$ cat src/rtl/jtag_scan_ctrl_if.sv
// Command/response channel between the test controller and jtag_scan_ctrl.
//   cmd_valid/cmd_ready : command handshake
//   cmd_op              : 00 TAP reset, 01 IR scan, 10 DR scan, 11 idle run
//   cmd_len             : scan length in bits, or idle-run cycle count
//   cmd_data            : TDI bits, LSB shifted out first
//   rsp_valid/rsp_data  : one-cycle completion pulse with captured TDO
interface jtag_scan_ctrl_if #(
  parameter int unsigned MAX_LEN = 32,
  parameter int unsigned LEN_W   = 6
);
  logic               cmd_valid;
  logic               cmd_ready;
  logic [1:0]         cmd_op;
  logic [LEN_W-1:0]   cmd_len;
  logic [MAX_LEN-1:0] cmd_data;
  logic               rsp_valid;
  logic [MAX_LEN-1:0] rsp_data;

  modport master (
    output cmd_valid, cmd_op, cmd_len, cmd_data,
    input  cmd_ready, rsp_valid, rsp_data
  );

  modport slave (
    input  cmd_valid, cmd_op, cmd_len, cmd_data,
    output cmd_ready, rsp_valid, rsp_data
  );
endinterface

$ cat src/rtl/jtag_scan_ctrl.sv
// JTAG master sequencer: turns handshaked scan commands into registered
// TMS/TDI streams while shadowing the TAP, and captures TDO into a response.
//   tck, trst : JTAG clock, asynchronous active-low reset
//   bus       : command/response channel (slave side)
//   tms, tdi  : registered TAP drive, change on posedge tck only
//   tdo       : TAP output, sampled on posedge tck
// Each state is named after the TAP state that the value currently on tms
// drives the TAP into at the next edge.
module jtag_scan_ctrl #(
  parameter int unsigned MAX_LEN = 32,
  parameter int unsigned LEN_W   = 6
) (
  input  logic             tck,
  input  logic             trst,
  jtag_scan_ctrl_if.slave  bus,
  output logic             tms,
  output logic             tdi,
  input  logic             tdo
);

  typedef enum logic [3:0] {
    TLR, IDLE, RST5, SEL_DR, SEL_IR, CAPTURE, SHIFT, EXIT1, UPDATE, RUN
  } state_e;

  localparam logic [1:0]       OP_RESET = 2'b00;
  localparam logic [1:0]       OP_IR    = 2'b01;
  localparam logic [1:0]       OP_RUN   = 2'b11;
  localparam logic [LEN_W-1:0] LEN_MAX  = LEN_W'(MAX_LEN);
  localparam logic [LEN_W-1:0] RST_CYC  = LEN_W'(5);
  localparam logic [LEN_W-1:0] ONE      = LEN_W'(1);

  state_e             state_q, state_d;
  logic [LEN_W-1:0]   cnt_q, cnt_d;
  logic [LEN_W-1:0]   len_q, len_d;
  logic               is_ir_q, is_ir_d;
  logic [MAX_LEN-1:0] data_q, data_d;
  logic [MAX_LEN-1:0] cap_q, cap_d;
  logic               tms_q, tms_d;
  logic               tdi_q, tdi_d;
  logic               ready_q, ready_d;
  logic               rsp_valid_q, rsp_valid_d;
  logic [MAX_LEN-1:0] rsp_data_q, rsp_data_d;
  logic [LEN_W-1:0]   len_clamp;

  assign tms           = tms_q;
  assign tdi           = tdi_q;
  assign bus.cmd_ready = ready_q;
  assign bus.rsp_valid = rsp_valid_q;
  assign bus.rsp_data  = rsp_data_q;

  // Next-state and registered-output logic.
  always_comb begin
    state_d     = state_q;
    cnt_d       = cnt_q;
    len_d       = len_q;
    is_ir_d     = is_ir_q;
    data_d      = data_q;
    cap_d       = cap_q;
    tms_d       = 1'b0;
    tdi_d       = 1'b0;
    ready_d     = 1'b0;
    rsp_valid_d = 1'b0;
    rsp_data_d  = rsp_data_q;
    len_clamp   = (bus.cmd_len > LEN_MAX) ? LEN_MAX : bus.cmd_len;

    // This edge consumes shift bit cnt_q-1 (the final bit when leaving EXIT1).
    if ((state_q == SHIFT && cnt_q != '0) || state_q == EXIT1) begin
      cap_d = cap_q | (MAX_LEN'(tdo) << (cnt_q - ONE));
    end

    case (state_q)
      // Reset drives tms=1; the TAP reaches Run-Test/Idle once a 0 is consumed.
      TLR: begin
        if (!tms_q) begin
          state_d = IDLE;
          ready_d = 1'b1;
        end
      end
      IDLE: begin
        ready_d = 1'b1;
        if (bus.cmd_valid && ready_q) begin
          ready_d = 1'b0;
          cap_d   = '0;
          len_d   = len_clamp;
          data_d  = bus.cmd_data;
          is_ir_d = (bus.cmd_op == OP_IR);
          cnt_d   = ONE;
          if (bus.cmd_op == OP_RESET) begin
            state_d = RST5;
            len_d   = '0;
            tms_d   = 1'b1;
          end else if (bus.cmd_op == OP_RUN || len_clamp == '0) begin
            // Zero-length scans complete through RUN without touching the TAP.
            state_d = RUN;
          end else begin
            state_d = SEL_DR;
            tms_d   = 1'b1;
          end
        end
      end
      RST5: begin
        if (cnt_q == RST_CYC) begin
          state_d = RUN;
        end else begin
          cnt_d = cnt_q + ONE;
          tms_d = 1'b1;
        end
      end
      SEL_DR: begin
        if (is_ir_q) begin
          state_d = SEL_IR;
          tms_d   = 1'b1;
        end else begin
          state_d = CAPTURE;
        end
      end
      SEL_IR:  state_d = CAPTURE;
      CAPTURE: begin
        state_d = SHIFT;
        cnt_d   = '0;
      end
      SHIFT: begin
        tdi_d  = data_q[0];
        data_d = data_q >> 1;
        cnt_d  = cnt_q + ONE;
        if (cnt_q == len_q - ONE) begin
          state_d = EXIT1;
          tms_d   = 1'b1;
        end
      end
      EXIT1: begin
        state_d = UPDATE;
        tms_d   = 1'b1;
      end
      UPDATE: begin
        state_d = RUN;
        cnt_d   = len_q;
      end
      RUN: begin
        if (cnt_q >= len_q) begin
          state_d     = IDLE;
          ready_d     = 1'b1;
          rsp_valid_d = 1'b1;
          rsp_data_d  = cap_q;
        end else begin
          cnt_d = cnt_q + ONE;
        end
      end
      default: begin
        state_d = TLR;
        tms_d   = 1'b1;
      end
    endcase
  end

  // State and output registers.
  always_ff @(posedge tck or negedge trst) begin
    if (!trst) begin
      state_q     <= TLR;
      cnt_q       <= '0;
      len_q       <= '0;
      is_ir_q     <= 1'b0;
      data_q      <= '0;
      cap_q       <= '0;
      tms_q       <= 1'b1;
      tdi_q       <= 1'b0;
      ready_q     <= 1'b0;
      rsp_valid_q <= 1'b0;
      rsp_data_q  <= '0;
    end else begin
      state_q     <= state_d;
      cnt_q       <= cnt_d;
      len_q       <= len_d;
      is_ir_q     <= is_ir_d;
      data_q      <= data_d;
      cap_q       <= cap_d;
      tms_q       <= tms_d;
      tdi_q       <= tdi_d;
      ready_q     <= ready_d;
      rsp_valid_q <= rsp_valid_d;
      rsp_data_q  <= rsp_data_d;
    end
  end

endmodule

$ cat src/flat_wrapper.sv
// flat-port wrapper written by rule: the top's interface ports become plain ports
module jtag_scan_ctrl_flat 
#(
  parameter int unsigned MAX_LEN = 32,
  parameter int unsigned LEN_W   = 6
)
  (tck, trst, tms, tdi, tdo, bus_cmd_valid, bus_cmd_op, bus_cmd_len, bus_cmd_data, bus_cmd_ready, bus_rsp_valid, bus_rsp_data);
  jtag_scan_ctrl_if #(.MAX_LEN(MAX_LEN), .LEN_W(LEN_W)) bus_i ();
  input  logic tck;
  input  logic trst;
  output logic tms;
  output logic tdi;
  input  logic tdo;
  input wire logic [$bits(bus_i.cmd_valid)-1:0] bus_cmd_valid;
  input wire logic [$bits(bus_i.cmd_op)-1:0] bus_cmd_op;
  input wire logic [$bits(bus_i.cmd_len)-1:0] bus_cmd_len;
  input wire logic [$bits(bus_i.cmd_data)-1:0] bus_cmd_data;
  output wire logic [$bits(bus_i.cmd_ready)-1:0] bus_cmd_ready;
  output wire logic [$bits(bus_i.rsp_valid)-1:0] bus_rsp_valid;
  output wire logic [$bits(bus_i.rsp_data)-1:0] bus_rsp_data;
  assign bus_i.cmd_valid = bus_cmd_valid;
  assign bus_i.cmd_op = bus_cmd_op;
  assign bus_i.cmd_len = bus_cmd_len;
  assign bus_i.cmd_data = bus_cmd_data;
  assign bus_cmd_ready = bus_i.cmd_ready;
  assign bus_rsp_valid = bus_i.rsp_valid;
  assign bus_rsp_data = bus_i.rsp_data;
  jtag_scan_ctrl #(.MAX_LEN(MAX_LEN), .LEN_W(LEN_W)) u_core (.tck(tck), .trst(trst), .bus(bus_i), .tms(tms), .tdi(tdi), .tdo(tdo));
endmodule
$ cat config.mk
export PLATFORM = sky130hd
export DESIGN_NAME = jtag_scan_ctrl_flat
export DESIGN_NICKNAME = d
export VERILOG_FILES = /design/src/rtl/jtag_scan_ctrl_if.sv /design/src/rtl/jtag_scan_ctrl.sv /design/src/flat_wrapper.sv
export SDC_FILE = /design/constraint.sdc
export NUM_CORES = 1
export LEC_CHECK = 0
export ABC_CLOCK_PERIOD_IN_PS = 3200
export BUFFER_PORTS_ARGS = -buffer_cell sky130_fd_sc_hd__buf_2
export CORE_ASPECT_RATIO = 0.8
export CORE_MARGIN = 1.5
export CORE_UTILIZATION = 30
export CTS_CLUSTER_DIAMETER = 100
export DETAILED_ROUTE_END_ITERATION = 16
export GPL_TIMING_DRIVEN = 0
export PLACE_DENSITY = 0.5
export SETUP_SLACK_MARGIN = 0.02
export SYNTH_ARGS = -nofsm -noshare
export SYNTH_HDL_FRONTEND = slang
export SYNTH_SLANG_ARGS = --single-unit
$ cat constraint.sdc
create_clock -name tck -period 3.2 [get_ports tck]
set_clock_uncertainty 0.1 [all_clocks]
set_input_delay 0.64 -clock tck [delete_from_list [all_inputs] [get_ports tck]]
set_output_delay 0.64 -clock tck [all_outputs]
set_load 0.005 [all_outputs]
# Word level (Yosys, flattened, before mapping)
# Index checks and enable logic that the tools add are counted.
dict set report word_totals {
  wordCells 87
  ff_bits 117
  output_inout_bits 36
}
dict set report classes {
  muxes 33
  shift 1
  bitwise_logic 1
  order_cmp 2
  eq_ne 20
  reduce_logical 16
  n_addsub 3
}
# operator n
set op_table {}
lappend op_table {{two-way mux 32 bit} 4}
lappend op_table {{one-hot mux 32 bit (2 select lines)} 1}
lappend op_table {{one-hot mux 4 bit (10 select lines)} 1}
lappend op_table {{one-hot mux 6 bit (6 select lines)} 1}
lappend op_table {{bitwise OR 32 bit} 1}
lappend op_table {{left shift 1 x 6 -> 32 bit} 1}
lappend op_table {{two-way mux 6 bit} 5}
lappend op_table {{two-way mux 4 bit} 7}
lappend op_table {{== test 4 x 3 -> 1 bit, second input constant} 4}
lappend op_table {{two-way mux 1 bit} 12}
lappend op_table {{nonzero test 6 bit} 2}
lappend op_table {{subtractor 6 x 1 -> 6 bit, second input constant} 2}
lappend op_table {{== test 4 x 2 -> 1 bit, second input constant} 2}
lappend op_table {{== test 4 bit, second input constant} 2}
lappend op_table {{!= test 2 bit, second input constant} 4}
lappend op_table {{adder 6 x 1 -> 6 bit, second input constant} 1}
lappend op_table {{== test 6 x 3 -> 1 bit, second input constant} 1}
lappend op_table {{== test 6 bit} 1}
lappend op_table {{greater-or-equal comparator 6 bit} 1}
lappend op_table {{> comparator 6 bit, second input constant} 1}
lappend op_table {{zero test 6 bit} 1}
lappend op_table {{!= test 2 x 1 -> 1 bit, second input constant} 3}
lappend op_table {{AND reduction 2 bit} 3}
lappend op_table {{one-hot mux 1 bit (5 select lines)} 1}
lappend op_table {{other kinds (12)} 14}

# Depth between registers and ports, before layout
dict set report depth {
  ltp_word 8
  depth_mapped 10
}

# Worst setup path after synthesis
# Ideal clock, no wire load.
dict set report synth_path {
  path_kind {flip-flop to flip-flop}
  startpoint {reg u_core.cnt_q[0]}
  endpoint {reg u_core.rsp_data_q[12], in the netlist u_core.bus.rsp_data[12]}
  stages_incl_launch_ff 10
  required_time_ps 2975
  path_slack_ps 783
  path_buffers 3
  arrival_time_ps 2192
  cell_sequence {dfrtp_1 -> clkbuf_1 -> inv_1 -> ha_1 -> nor2b_1 -> o21ai_0 -> a31o_2 -> buf_2 -> buf_2 -> mux2_2}
}
dict set report synth_via {
  elab_chain_len 2
}
# item line_no
set synth_rtl {}
lappend synth_rtl {{from (decl)} jtag_scan_ctrl.sv:33} ;# logic [LEN_W-1:0] cnt_q, cnt_d;
lappend synth_rtl {{from (signal assigned)} jtag_scan_ctrl.sv:172} ;# cnt_q <= cnt_d;
lappend synth_rtl {{greater-or-equal comparator 6 bit} jtag_scan_ctrl.sv:140} ;# if (cnt_q >= len_q) begin
lappend synth_rtl {{AND reduction 2 bit (no line)} --}
lappend synth_rtl {{to (signal assigned)} jtag_scan_ctrl.sv:181} ;# rsp_data_q <= rsp_data_d;
lappend synth_rtl {{to (decl)} jtag_scan_ctrl.sv:42} ;# logic [MAX_LEN-1:0] rsp_data_q, rsp_data_d;
# No other way between the ends.
# A chain may end at the register's enable or synchronous reset.

# Worst setup path in the final report
dict set report layout_path {
  startpoint {reg u_core.cnt_q[0]}
  endpoint {reg u_core.rsp_data_q[24], in the netlist u_core.bus.rsp_data[24]}
}
# Same word-level chain as after synthesis.

==> flow_summary.toml <==
[clocking]
cts_buffer_depth = 2
cts_num_sinks = 117
tritoncts = "yes"
tritoncts.num_buffers = 17
post-cts-setup-buffer-count = 0
cts_root_buffer = "sky130_fd_sc_hd__clkbuf_16"
clkTransAtPathRegs_ns = 0.06
insertion_delay_ns = 0.41
h-tree-depth = 4

[logic_synthesis]
synthesis.instances = 548
synth_seq_area_share_pct = 51.8
synthDominantCellAreaShare_pct = 51.4
synth.area.top_cells = "sky130_fd_sc_hd__dfrtp_1, sky130_fd_sc_hd__mux2_2, sky130_fd_sc_hd__o21ai_0, sky130_fd_sc_hd__mux2i_1, sky130_fd_sc_hd__nand2_1"
synth-edff-count = 0
synthesis.nets = 602
synth_cell_type_count = 60
synth_top_area_cell = "sky130_fd_sc_hd__dfrtp_1"
avgSynthCellArea_um2 = 10.3
syn-cell-area_um2 = 5650
synth-main-ff-cell = "sky130_fd_sc_hd__dfrtp_1"
synth-seq-cells = 117
yosys_warnings = 0
ys_async_sr_fraction_pct = 100

[placed_design]
dpl.hpwl_um = 10400
gp_congestion = 0.851
dp_cells = 881
number_of_i_o_port_buffers = 79

[finish]
finalNetCount = 702
layout-area-overhead-vs-synth_pct = 24.4
nFillCells = 1848
commonest_cells_after_routing_fill_and_taps_aside = "sky130_fd_sc_hd__dfrtp_1, sky130_fd_sc_hd__buf_2, sky130_fd_sc_hd__nand2_1"
drive_above_1_share_pct = 25.6
mostFrequentLayoutCell = "sky130_fd_sc_hd__dfrtp_1"
final-instance-count-excl-fill = 915

[power_and_ir_drop]
cellPowerDensity_nw_per_um2 = 842
peakVddDrop_mv = 0.358
fin_total_pwr_uw = 5920
p_leak_uw = 0.00341

[grt]
grt_first_pass_wirelength_um = 23500
maximum_number_of_pins_on_one_net_before_global_route_repair = 100
first_global_vias = 4457
gr-usage-all-layers_pct = 15.3
antenna_found_initial = 2
global_route.overflow_total = 0

[timing]
max_freq_mhz = 358
timing_hold_violations_final = 0
totalNegativeSetupSlack_ns = 0
final.min_clock_period_ns = 2.79
timing.final.max_slew_violations = 0
timing.max_slew.rel_slack_pct = 47.3
setup_repair_after_global_routing_missed_its_margin = "false"
worstMarginPinSlew_ns = 0.782
finalCritPeriodShare_pct = 87.3
finalSetupViolations = 0

[outcome]
run_status = "complete, no violations"

[critical_path]
worstPathArrival_ns = 2.98
timing.critical_path.slowest_stage_cell = "sky130_fd_sc_hd__dfrtp_1"
worstPathCellList = "clkbuf_2, inv_1, ha_1, nor2b_1, o21ai_0, a31o_2, buf_2, buf_2, mux2_2"
timing.critical_path.mode_cell = "sky130_fd_sc_hd__buf_2"
crit_path_start_kind = "flop"
end_kind = "flop"
cp.buffers_inverters = 4
crit_path_max_fanout = 10
cpPeakStageDelay_ns = 0.43
critPathTopFamily = "buffers and inverters"
timing_worst_setup_path_type = "reg -> reg"
critical_path_required_ns = 3.39

[floorplanning]
row_count = 44
width_of_the_die_um = 156
boundaryPins = 80
fp.dieArea_um2 = 19700
fp.coreArea_um2 = 18300
initial_utilization_pct = 30.9
die-height_um = 126

[run]
maxCapViolCount = 0

[hold_path]
holdCritPathClass = "in -> reg"

[detailed_routing]
routed_via_count = 4467
drt-pass1-iter-count = 5
postRouteWirelength_um = 14500
routed_via_density = 4.88
detail_route.drc_violations = 0
detail-route-antenna-nets = 0
drt-wirelength-per-cell_um = 15.8
drt_iter0_drc = 327
## worst paths after layout
path,from,end,slack (ns),cells past startpoint
hold / removal,bus_cmd_op[1],u_core.is_ir_q$_DFFE_PN0P_,0.37,2
hold reg to reg,u_core.data_q[11]$_DFFE_PN0P_,u_core.data_q[10]$_DFFE_PN0P_,0.38,2
setup / recovery,u_core.cnt_q[0]$_DFFE_PN0P_,u_core.bus.rsp_data[24]$_DFFE_PN0P_,0.41,9
min in group asynchronous,trst,u_core.bus.rsp_valid$_DFF_PN0_,0.54,2
setup reg to reg,u_core.cnt_q[0]$_DFFE_PN0P_,u_core.bus.rsp_data[24]$_DFFE_PN0P_,0.41,9
max in group asynchronous,trst,u_core.tms$_DFF_PN1_,1.70,3
## per-stage QoR
step,setup slack (ns),hold WS [ns],util [%],cell area [µm²]
4_1_cts,0.205,0.359,38.5,7030
3_5_place_dp,0.206,0.368,35.0,6400
3_3_place_gp,-0.0682,0.361,34.8,6360
6_report,0.406,0.368,38.5,7030
5_1_grt,0.205,0.376,38.5,7030
2_1_floorplan,0.783,0.244,-,5650
## kinds of logic after synthesis
kind of cell,after synthesis,synth area share (%)
and+or+nand+nor,158,13.7
AOI/OAI and AO/OA,130,13.9
DFF,117,51.8
muxes,65,12.2
buffers and inverters,54,3.92
xor gates and xnor gates,13,2.01
adders and majority gates,11,2.39
## cell type report
cell class	instances	area (µm²)	area share [%]
clock inverter	15	194	2.76
multi-input combinational	377	2500	35.6
inverter	17	63.8	0.907
buffer	37	159	2.26
sequential	117	2930	41.7
antenna	1	2.50	0.0356
clock buffer	17	425	6.05
tap	253	317	4.50
timing repair buffer	81	439	6.25
## layer usage
layer / wire length [µm] / global-route usage (%) / part of all wire (%)
met2: 6300 / 22.5 / 44
met4: 226 / 4.71 / 1.6
met1: 7070 / 21.9 / 49
met5: 0 / 0 / 0
met3: 872 / 3.92 / 6.0
## flip-flops by register name, indices dropped and copies added (netlist names)
signal                count
u_core.bus.rsp_data      32
u_core.cap_q             32
u_core.data_q            32
u_core.cnt_q              6
u_core.len_q              6
u_core.state_q            4
u_core.bus.cmd_ready      1
u_core.bus.rsp_valid      1
u_core.is_ir_q            1
u_core.tdi                1
u_core.tms                1
## cell usage after synthesis, types with 4 or more instances
cell	instances
sky130_fd_sc_hd__o21ai_1	7
sky130_fd_sc_hd__o31ai_1	5
sky130_fd_sc_hd__nor2b_1	5
sky130_fd_sc_hd__buf_2	14
sky130_fd_sc_hd__a31o_2	4
sky130_fd_sc_hd__nor4_1	4
sky130_fd_sc_hd__nand3_1	16
sky130_fd_sc_hd__mux2_2	32
sky130_fd_sc_hd__dfrtp_1	116
sky130_fd_sc_hd__nand4_1	4
sky130_fd_sc_hd__ha_1	10
sky130_fd_sc_hd__xor2_1	4
sky130_fd_sc_hd__a22o_1	6
sky130_fd_sc_hd__clkbuf_1	20
sky130_fd_sc_hd__nor2_1	20
sky130_fd_sc_hd__xnor2_1	9
sky130_fd_sc_hd__nor3_1	4
sky130_fd_sc_hd__mux2i_1	32
sky130_fd_sc_hd__o21ai_0	71
sky130_fd_sc_hd__a21oi_1	13
sky130_fd_sc_hd__and3_1	4
sky130_fd_sc_hd__nand2_1	73
sky130_fd_sc_hd__inv_1	17
## where the power goes
part,internal (µW),leakage [µW],switching (µW),total [µW]
combinational,747,0.00158,1080,1820
sequential,1850,0.00154,254,2110
clock,1250,0.000293,748,1990
total,3840,0.00341,2080,5920
## what timing repair did
item / in CTS / in global routing
hold buffers: 1 / 0
hold endpoints to repair: 18 / 0
resized for setup: 0 / 2
endpoints found under the setup margin: 0 / 7
Power figures use the tool's default switching activity.
